## src/rtl/pipeline_pkg.sv

```systemverilog
// Shared pipeline definitions: fetch FSM state encoding and IncPCRA bit positions.
// Every pipeline stage imports these so that encodings stay consistent.
package pipeline_pkg;

   typedef enum logic [1:0] {
      ST_HOLD = 2'd0,
      ST_RUN  = 2'd1,
      ST_HALT = 2'd2
   } fetch_state_t;

   localparam int INC_PC_BIT = 0;
   localparam int INC_RA_BIT = 1;

   localparam int ADDR_W = 16;

endpackage

```

## src/rtl/pc_ra_register.sv

```systemverilog
// One address register with asynchronous reset, a load port and a +1 increment.
// If load and inc are both asserted, the load wins.
module pc_ra_register #(
   parameter int               WIDTH       = 16,
   parameter logic [WIDTH-1:0] RESET_VALUE = '0
) (
   input  logic             clk,
   input  logic             rst_n,
   input  logic             load,
   input  logic             inc,
   input  logic [WIDTH-1:0] load_value,
   output logic [WIDTH-1:0] value
);

   // The increment wraps modulo 2^WIDTH and raises no carry.
   always_ff @(posedge clk or negedge rst_n) begin
      if (!rst_n) begin
         value <= RESET_VALUE;
      end else if (load) begin
         value <= load_value;
      end else if (inc) begin
         value <= value + WIDTH'(1);
      end
   end

endmodule

```

## src/rtl/pc_ra_fetch_unit.sv

```systemverilog
// Fetch unit holding two swappable address registers (PC and return address)
// with a HOLD/RUN/HALT sequencer that gates instruction fetch.
module pc_ra_fetch_unit
   import pipeline_pkg::*;
#(
   parameter logic [15:0] RESET_VECTOR = 16'h0000,
   parameter int          HOLD_CYCLES  = 4
) (
   input  logic         ClockIn,
   input  logic         ResetIn,
   input  logic [1:0]   IncPCRA,
   input  logic         FlipReq,
   input  logic         Break,
   input  logic         Continue,
   input  logic         BusRequest,
   input  logic         FetchSurpress,
   input  logic         LoadPC,
   input  logic         LoadRA,
   input  logic [15:0]  XferBus,
   output logic [15:0]  FetchAddr,
   output logic [15:0]  RAOut,
   output logic         PCRA_Flip,
   output logic         FetchEnable,
   output logic         Halted,
   output fetch_state_t dbg_state
);

   localparam int HOLD_W = (HOLD_CYCLES > 2) ? $clog2(HOLD_CYCLES) : 1;
   localparam logic [HOLD_W-1:0] HOLD_LAST =
      (HOLD_CYCLES > 0) ? HOLD_W'(HOLD_CYCLES - 1) : '0;

   fetch_state_t      state;
   fetch_state_t      state_next;
   logic [HOLD_W-1:0] hold_cnt;
   logic              hold_done;
   logic              run;
   logic              flip;
   logic              inc_pc;
   logic              inc_ra;
   logic              r0_load;
   logic              r0_inc;
   logic              r1_load;
   logic              r1_inc;
   logic [15:0]       r0_value;
   logic [15:0]       r1_value;

   assign hold_done = (hold_cnt == HOLD_LAST);

   // State register and post-reset hold counter.
   always_ff @(posedge ClockIn or negedge ResetIn) begin
      if (!ResetIn) begin
         state    <= ST_HOLD;
         hold_cnt <= '0;
      end else begin
         state <= state_next;
         if (state == ST_HOLD && !hold_done) begin
            hold_cnt <= hold_cnt + HOLD_W'(1);
         end
      end
   end

   // Break is honoured over Continue when both arrive while halted.
   always_comb begin
      state_next = state;
      case (state)
         ST_HOLD: if (hold_done) state_next = ST_RUN;
         ST_RUN:  if (Break) state_next = ST_HALT;
         ST_HALT: if (Continue && !Break) state_next = ST_RUN;
         default: state_next = ST_HOLD;
      endcase
   end

   // FetchEnable is the valid qualifier for MEMDATA towards stage 0: stage 0 has no
   // ready back-pressure, it consumes the byte in every cycle FetchEnable is high.
   always_comb begin
      run         = (state == ST_RUN);
      FetchEnable = run & ~BusRequest & ~FetchSurpress;
      Halted      = (state == ST_HALT);
      dbg_state   = state;
   end

   assign inc_pc = IncPCRA[INC_PC_BIT] & FetchEnable;
   assign inc_ra = IncPCRA[INC_RA_BIT] & run & ~BusRequest;

   // Requests are routed by the roles held this cycle; a flip only affects later cycles.
   assign r0_load = flip ? LoadRA : LoadPC;
   assign r0_inc  = flip ? inc_ra : inc_pc;
   assign r1_load = flip ? LoadPC : LoadRA;
   assign r1_inc  = flip ? inc_pc : inc_ra;

   always_ff @(posedge ClockIn or negedge ResetIn) begin
      if (!ResetIn) begin
         flip <= 1'b0;
      end else if (run && FlipReq) begin
         flip <= ~flip;
      end
   end

   pc_ra_register #(
      .WIDTH       (16),
      .RESET_VALUE (RESET_VECTOR)
   ) u_r0 (
      .clk        (ClockIn),
      .rst_n      (ResetIn),
      .load       (r0_load),
      .inc        (r0_inc),
      .load_value (XferBus),
      .value      (r0_value)
   );

   pc_ra_register #(
      .WIDTH       (16),
      .RESET_VALUE (16'h0000)
   ) u_r1 (
      .clk        (ClockIn),
      .rst_n      (ResetIn),
      .load       (r1_load),
      .inc        (r1_inc),
      .load_value (XferBus),
      .value      (r1_value)
   );

   assign PCRA_Flip = flip;
   assign FetchAddr = flip ? r1_value : r0_value;
   assign RAOut     = flip ? r0_value : r1_value;

endmodule

```

## config.mk

```make
export PLATFORM = sky130hd
export DESIGN_NAME = pc_ra_fetch_unit
export DESIGN_NICKNAME = d
export VERILOG_FILES = /design/src/rtl/pipeline_pkg.sv /design/src/rtl/pc_ra_register.sv /design/src/rtl/pc_ra_fetch_unit.sv
export SDC_FILE = /design/constraint.sdc
export NUM_CORES = 1
export LEC_CHECK = 0
export ABC_AREA = 1
export CAP_MARGIN = 20
export CORE_AREA = 2 2 80 82
export DETAILED_ROUTE_END_ITERATION = 7
export DIE_AREA = 0 0 82 84
export HOLD_SLACK_MARGIN = 0.06
export PLACE_DENSITY = 0.78
export REMOVE_ABC_BUFFERS = 1
export SYNTH_ARGS = -nofsm -noshare
export SYNTH_HDL_FRONTEND = slang
export SYNTH_SLANG_ARGS = --single-unit
export TNS_END_PERCENT = 5
```

## constraint.sdc

```tcl
create_clock -name ClockIn -period 3.4 [get_ports ClockIn]
set_clock_uncertainty 0.1 [all_clocks]
set_input_delay 0.68 -clock ClockIn [delete_from_list [all_inputs] [get_ports ClockIn]]
set_output_delay 0.68 -clock ClockIn [all_outputs]
set_load 0.005 [all_outputs]
```

==> flow_summary.toml, run 1 <==
[synthesis]
netlist-cell-type-count = 28
yosysTopAreaCell = "dfrtp_1"
yosys_warnings = 0
synth_edf_count = 0
netlist_top_cells_count = "nand2_1 (191), nand3_1 (53), inv_1 (49), o21ai_0 (48), dfrtp_1 (37)"
synthArstFlopShare = 1.00
yosysMostFrequentCell = "nand2_1"
synth_area_mm2 = 0.00296
ys.flop_type = "dfrtp_1"
syn_area_per_cell_um2 = 6.18
ys_seq_elements = 37
ys_seq_area_frac = 0.312
netlist_instances = 480
synth_top_area_frac = 0.312
synthTopCellsByArea = "dfrtp_1 (31%), nand2_1 (24%), nand3_1 (8.9%)"

[placed_design]
io_buffers = 63
routabilityCongestion = 0.899
dp_slack_ns = 0.704
place_inst = 609
place_area_mm2 = 0.00364
hpwl_um = 6130

[sta]
tightest_slew_ns = 0.529
hold_viol_final = 0
report.final.slew_viol_count = 0
relSlewSlack = 0.647
fmax_ghz = 0.370
post-route-min-period_ns = 2.70
timing.setup.tns_ns = 0
rsz0062_at_grt = "false"
hold_ws_ns = 0.406
layout_setup_ws_ns = 0.697
finalSetupViolCount = 0
min_period_over_period = 0.795

[clock_tree]
numCtsBuffers = 5
clock_sinks = 37
holdBufCountCts = 0
cts_tree = "yes"
clock_latency_ns = 0.30
cts_resized = 0
cts.htree.levels = 2
clock_path_buffers = 2
clock-root-buffer = "clkbuf_8"
clk_pin_slew_ns = 0.08
cts_setup_buffers = 0

[critical_path]
crit_arrival_ns = 1.92
r2r_start = "PCRA_Flip$_DFFE_PN0P_"
rr_worst_depth = 9
startpoint_type = "register"
worstPathRequired_ns = 2.62
critPathMaxFanout = 25
r2r_slack_ns = 1.28
path_class = "register to primary output"
end_kind = "primary output"
rr_endpoint = "u_r0.value[13]$_DFFE_PN0P_"

[die]
die_h_um = 84
core_mm2 = 0.00610
die_w_um = 82
fp-row-count = 29
die_area_mm2 = 0.00689
start_util = 0.486
ioPinCount = 64

[cells_and_area]
antennaDiodeCount = 0
final_cell_area_mm2 = 0.00372
drive_above_1_share = 0.0537
nFillCells = 623
nNetsFinal = 569
multi_input_comb_area_mm2 = 0.00175
utilization = 0.610
instances_no_fill = 617
seqCellArea_um2 = 926
syn2layout_area_growth_pct = 25.5

[run_status]
outcome = "completed"

[global_route]
grt.total_usage = 0.265
grt_pass1_wl_um = 14200
overflow = 0
grt_max_degree = 38
grt_pass1_vias = 3108
antenna_found_initial = 0

[power_and_ir_drop]
p_leak_nw = 1.81
total_power_mw = 3.56
vdd_drop_max_v = 0.000470
power.density_mw_per_mm2 = 956

[route]
vias_per_cell = 5.30
wl_per_cell_um = 13.9
drt_first_iter_violations = 273
ant_nets = 0
drc = 0
vias = 3270
totalWireLength_um = 8580
first_pass_iters = 6

[min_path]
hp-class = "register to register"
hold_depth = 1
holdCritStartpoint = "hold_cnt[0]$_DFFE_PN0P_"
hold_end = "hold_cnt[0]$_DFFE_PN0P_"

[flow_run]
maxCapViolations = 0
placed cells by master, fill, tap and decap left out, drive strengths merged:
cell / n
and2: 1
dfrtp: 37
clkbuf: 6
mux2: 1
clkinv: 3
clkdlybuf4s50: 63
nand4: 14
ha: 3
nand3: 55
nand2: 193
nor3: 1
nor2: 38
inv: 51
or2: 3
o21bai: 3
xor2: 9
xnor2: 2
o21ai: 52
buf: 5
worst max path at each step:
stage,from,end,slack (ns)
final,PCRA_Flip$_DFFE_PN0P_,FetchAddr[6],0.70
after global routing,PCRA_Flip$_DFFE_PN0P_,FetchAddr[2],0.60
after CTS,PCRA_Flip$_DFFE_PN0P_,FetchAddr[6],0.68
after detailed placement,BusRequest,FetchEnable,0.70
after global placement,BusRequest,FetchEnable,0.72
after floorplan,PCRA_Flip$_DFFE_PN0P_,u_r0.value[4]$_DFFE_PN0P_,0.72
sequential cells by signal, summed over array words and instances (netlist names):
| register | flops |
|---|---|
| hold_cnt | 2 |
| PCRA_Flip | 1 |
| u_r0.value | 16 |
| u_r1.value | 16 |
| dbg_state | 2 |
power by group:
part	switching (mW)	internal, mW	leakage (nW)
registers	0.324	0.670	0.447
logic	1.21	1.04	1.32
clock network	0.172	0.142	0.0450
total	1.70	1.85	1.81
final cells by class:
| class | count | share of cell area |
|---|---|---|
| timing repair buffer | 68 | 0.180 |
| sequential | 37 | 0.249 |
| inverter | 52 | 0.0525 |
| multi-input combinational | 375 | 0.471 |
| clock inverter | 2 | 0.00269 |
| clock buffer | 6 | 0.0195 |
| tap | 77 | 0.0259 |
worst max-delay path, stage by stage (launching register included):
cell             delay (ns)
dfrtp_1                0.38
buf_4                  0.22
inv_2                  0.29
nand2_1                0.10
o21ai_0                0.09
clkdlybuf4s50_1        0.54
logic make-up after synthesis:
kind of cell	after synthesis	share of synthesized area
and+or+nand+nor	305	0.439
buffers and inverters	68	0.0971
AOI/OAI and AO/OA	55	0.103
DFF	37	0.312
xor gates and xnor gates	11	0.0325
adders and majority gates	3	0.0127
muxes	1	0.00380
per-layer routing:
metal	GRT usage	vias up	part of all wire
li1	-	1640	-
met1	0.334	1492	0.43
met2	0.445	123	0.49
met3	0.0422	15	0.068
met4	0.100	0	0.016
met5	0	-	0
(Power assumes the default switching activity.)
==> run 2, diff against run 1 <==
- clock period: 3.4 -> 2.7 ns (I/O delays scaled with it)
==> flow_summary.toml, run 2 (same netlist as run 1, synthesis figures left out) <==
[global_route]
grt_pass1_vias = 3102
antenna_found_initial = 0
overflow = 0
grt_max_degree = 38
grt.total_usage = 0.261
grt_pass1_wl_um = 14100

[clock_tree]
clock_latency_ns = 0.30
clock-root-buffer = "clkbuf_8"
cts_setup_buffers = 0
clock_sinks = 37
cts_tree = "yes"
numCtsBuffers = 5
clock_path_buffers = 2
cts.htree.levels = 2
clk_pin_slew_ns = 0.08

[critical_path]
startpoint_type = "register"
worstPathRequired_ns = 2.06
r2r_start = "PCRA_Flip$_DFFE_PN0P_"
max_stage_delay_ns = 0.57
rr_endpoint = "u_r0.value[4]$_DFFE_PN0P_"
rr_worst_depth = 9
path_class = "register to primary output"
slowest_stage = "clkdlybuf4s50_1"
worstPathCellList = "buf_4 > inv_4 > nand2_1 > o21ai_1 > clkdlybuf4s50_1"
critPathMaxFanout = 17
r2r_slack_ns = 0.64
end_kind = "primary output"
crit_arrival_ns = 1.87

[cells_and_area]
final_common_cell = "nand2_1"
final_cell_mix = "nand2_1 (191), clkdlybuf4s50_1 (63), nand3_1 (53), inv_1 (49), o21ai_0 (47)"
antennaDiodeCount = 0
instances_no_fill = 619
syn2layout_area_growth_pct = 26.7
utilization = 0.616
nFillCells = 602
drive_above_1_share = 0.0590
nNetsFinal = 571
final_cell_area_mm2 = 0.00375
largest_registers = "u_r0.value x16, u_r1.value x16"

[power_and_ir_drop]
vdd_drop_max_v = 0.000575
total_power_mw = 4.57
power.density_mw_per_mm2 = 1220
p_leak_nw = 1.83

[die]
die_h_um = 84
die_w_um = 82
core_mm2 = 0.00610
fp-row-count = 29
ioPinCount = 64
start_util = 0.486
die_area_mm2 = 0.00689

[sta]
min_period_over_period = 0.931
hold_viol_final = 0
relSlewSlack = 0.657
finalSetupViolCount = 0
rsz0062_at_grt = "false"
report.final.slew_viol_count = 0
post-route-min-period_ns = 2.51
timing.setup.tns_ns = 0
tightest_slew_ns = 0.515
fmax_ghz = 0.398

[route]
wl_per_cell_um = 13.9
drt_first_iter_violations = 300
first_pass_iters = 5
totalWireLength_um = 8630
vias_per_cell = 5.37
vias = 3322
ant_nets = 0
drc = 0

[min_path]
hold_depth = 1
hold_end = "hold_cnt[0]$_DFFE_PN0P_"
hp-class = "register to register"
holdCritStartpoint = "hold_cnt[0]$_DFFE_PN0P_"

[placed_design]
place_area_mm2 = 0.00365
place_inst = 611
routabilityCongestion = 0.934
io_buffers = 63
hpwl_um = 6300

[flow_run]
maxCapViolations = 0

[run_status]
outcome = "completed"
==> run 2: changes by cell type in the layout (fill, tap and decap cells not counted) <==
cell	delta
inv_2	-1
buf_4	+2
clkinv_2	-1
o21ai_0	-1
inv_4	+1
clkbuf_1	-1
clkbuf_8	+2
o21ai_1	+1
==> run 2: what timing repair did <==
item	4_1_cts	5_1_grt
setup endpoints to repair	0	1
hold buffers	0	0
gates resized for setup	0	3
hold endpoints to repair	0	0
==> run 2: stage by stage <==
| step | hold slack [ns] | worst slack [ns] |
|---|---|---|
| floorplan | 0.144 | 0.0237 |
| global placement | 0.366 | 0.300 |
| detailed placement | 0.387 | 0.281 |
| CTS | 0.401 | 0.0665 |
| global route | 0.428 | 0.103 |
| finish | 0.389 | 0.187 |
==> run 2: area by class of cell <==
class | count | area (um2) | area share
Tap cell | 77 | 96.3 | 0.0257
Sequential cell | 37 | 926 | 0.247
Timing Repair Buffer | 70 | 683 | 0.182
Multi-Input combinational cell | 375 | 1750 | 0.466
Clock buffer | 7 | 96.3 | 0.0257
Inverter | 52 | 198 | 0.0526
Clock inverter | 1 | 5.00 | 0.00133
==> run 2: how the worst max path moves through the flow <==
stage	endpoint	start	cells after the start
6_report	FetchAddr[6]	PCRA_Flip$_DFFE_PN0P_	5
5_1_grt	FetchAddr[6]	PCRA_Flip$_DFFE_PN0P_	5
4_1_cts	FetchAddr[6]	PCRA_Flip$_DFFE_PN0P_	5
3_5_place_dp	FetchEnable	BusRequest	3
3_3_place_gp	FetchEnable	BusRequest	3
2_1_floorplan	u_r0.value[4]$_DFFE_PN0P_	PCRA_Flip$_DFFE_PN0P_	7
==> run 2: routing by layer <==
| metal | share of wire | routed length [um] | track usage |
|---|---|---|---|
| met1 | 0.44 | 3770 | 0.350 |
| met2 | 0.49 | 4260 | 0.426 |
| met3 | 0.060 | 516 | 0.0455 |
| met4 | 0.0089 | 77 | 0.0788 |
| met5 | 0 | 0 | 0 |
==> run 2: power by group <==
group	leakage, nW	internal (mW)	switching (mW)
Clock	0.0542	0.231	0.220
Sequential	0.447	0.843	0.412
Combinational	1.33	1.33	1.53
==> run 2: critical path, delay by kind of cell, from the launching register on <==
| family | cells | cell delay [ns] |
|---|---|---|
| flip-flops | 1 | 0.41 |
| buffers and inverters | 3 | 0.97 |
| AND/OR/NAND/NOR | 1 | 0.08 |
| AO/OA/AOI/OAI | 1 | 0.12 |
==> run 3, diff against run 2 <==
- ABC_CLOCK_PERIOD_IN_PS: default -> 2700
==> results of run 3 <==
Same layout as run 2: the final DEF is identical, and so are final timing and power.
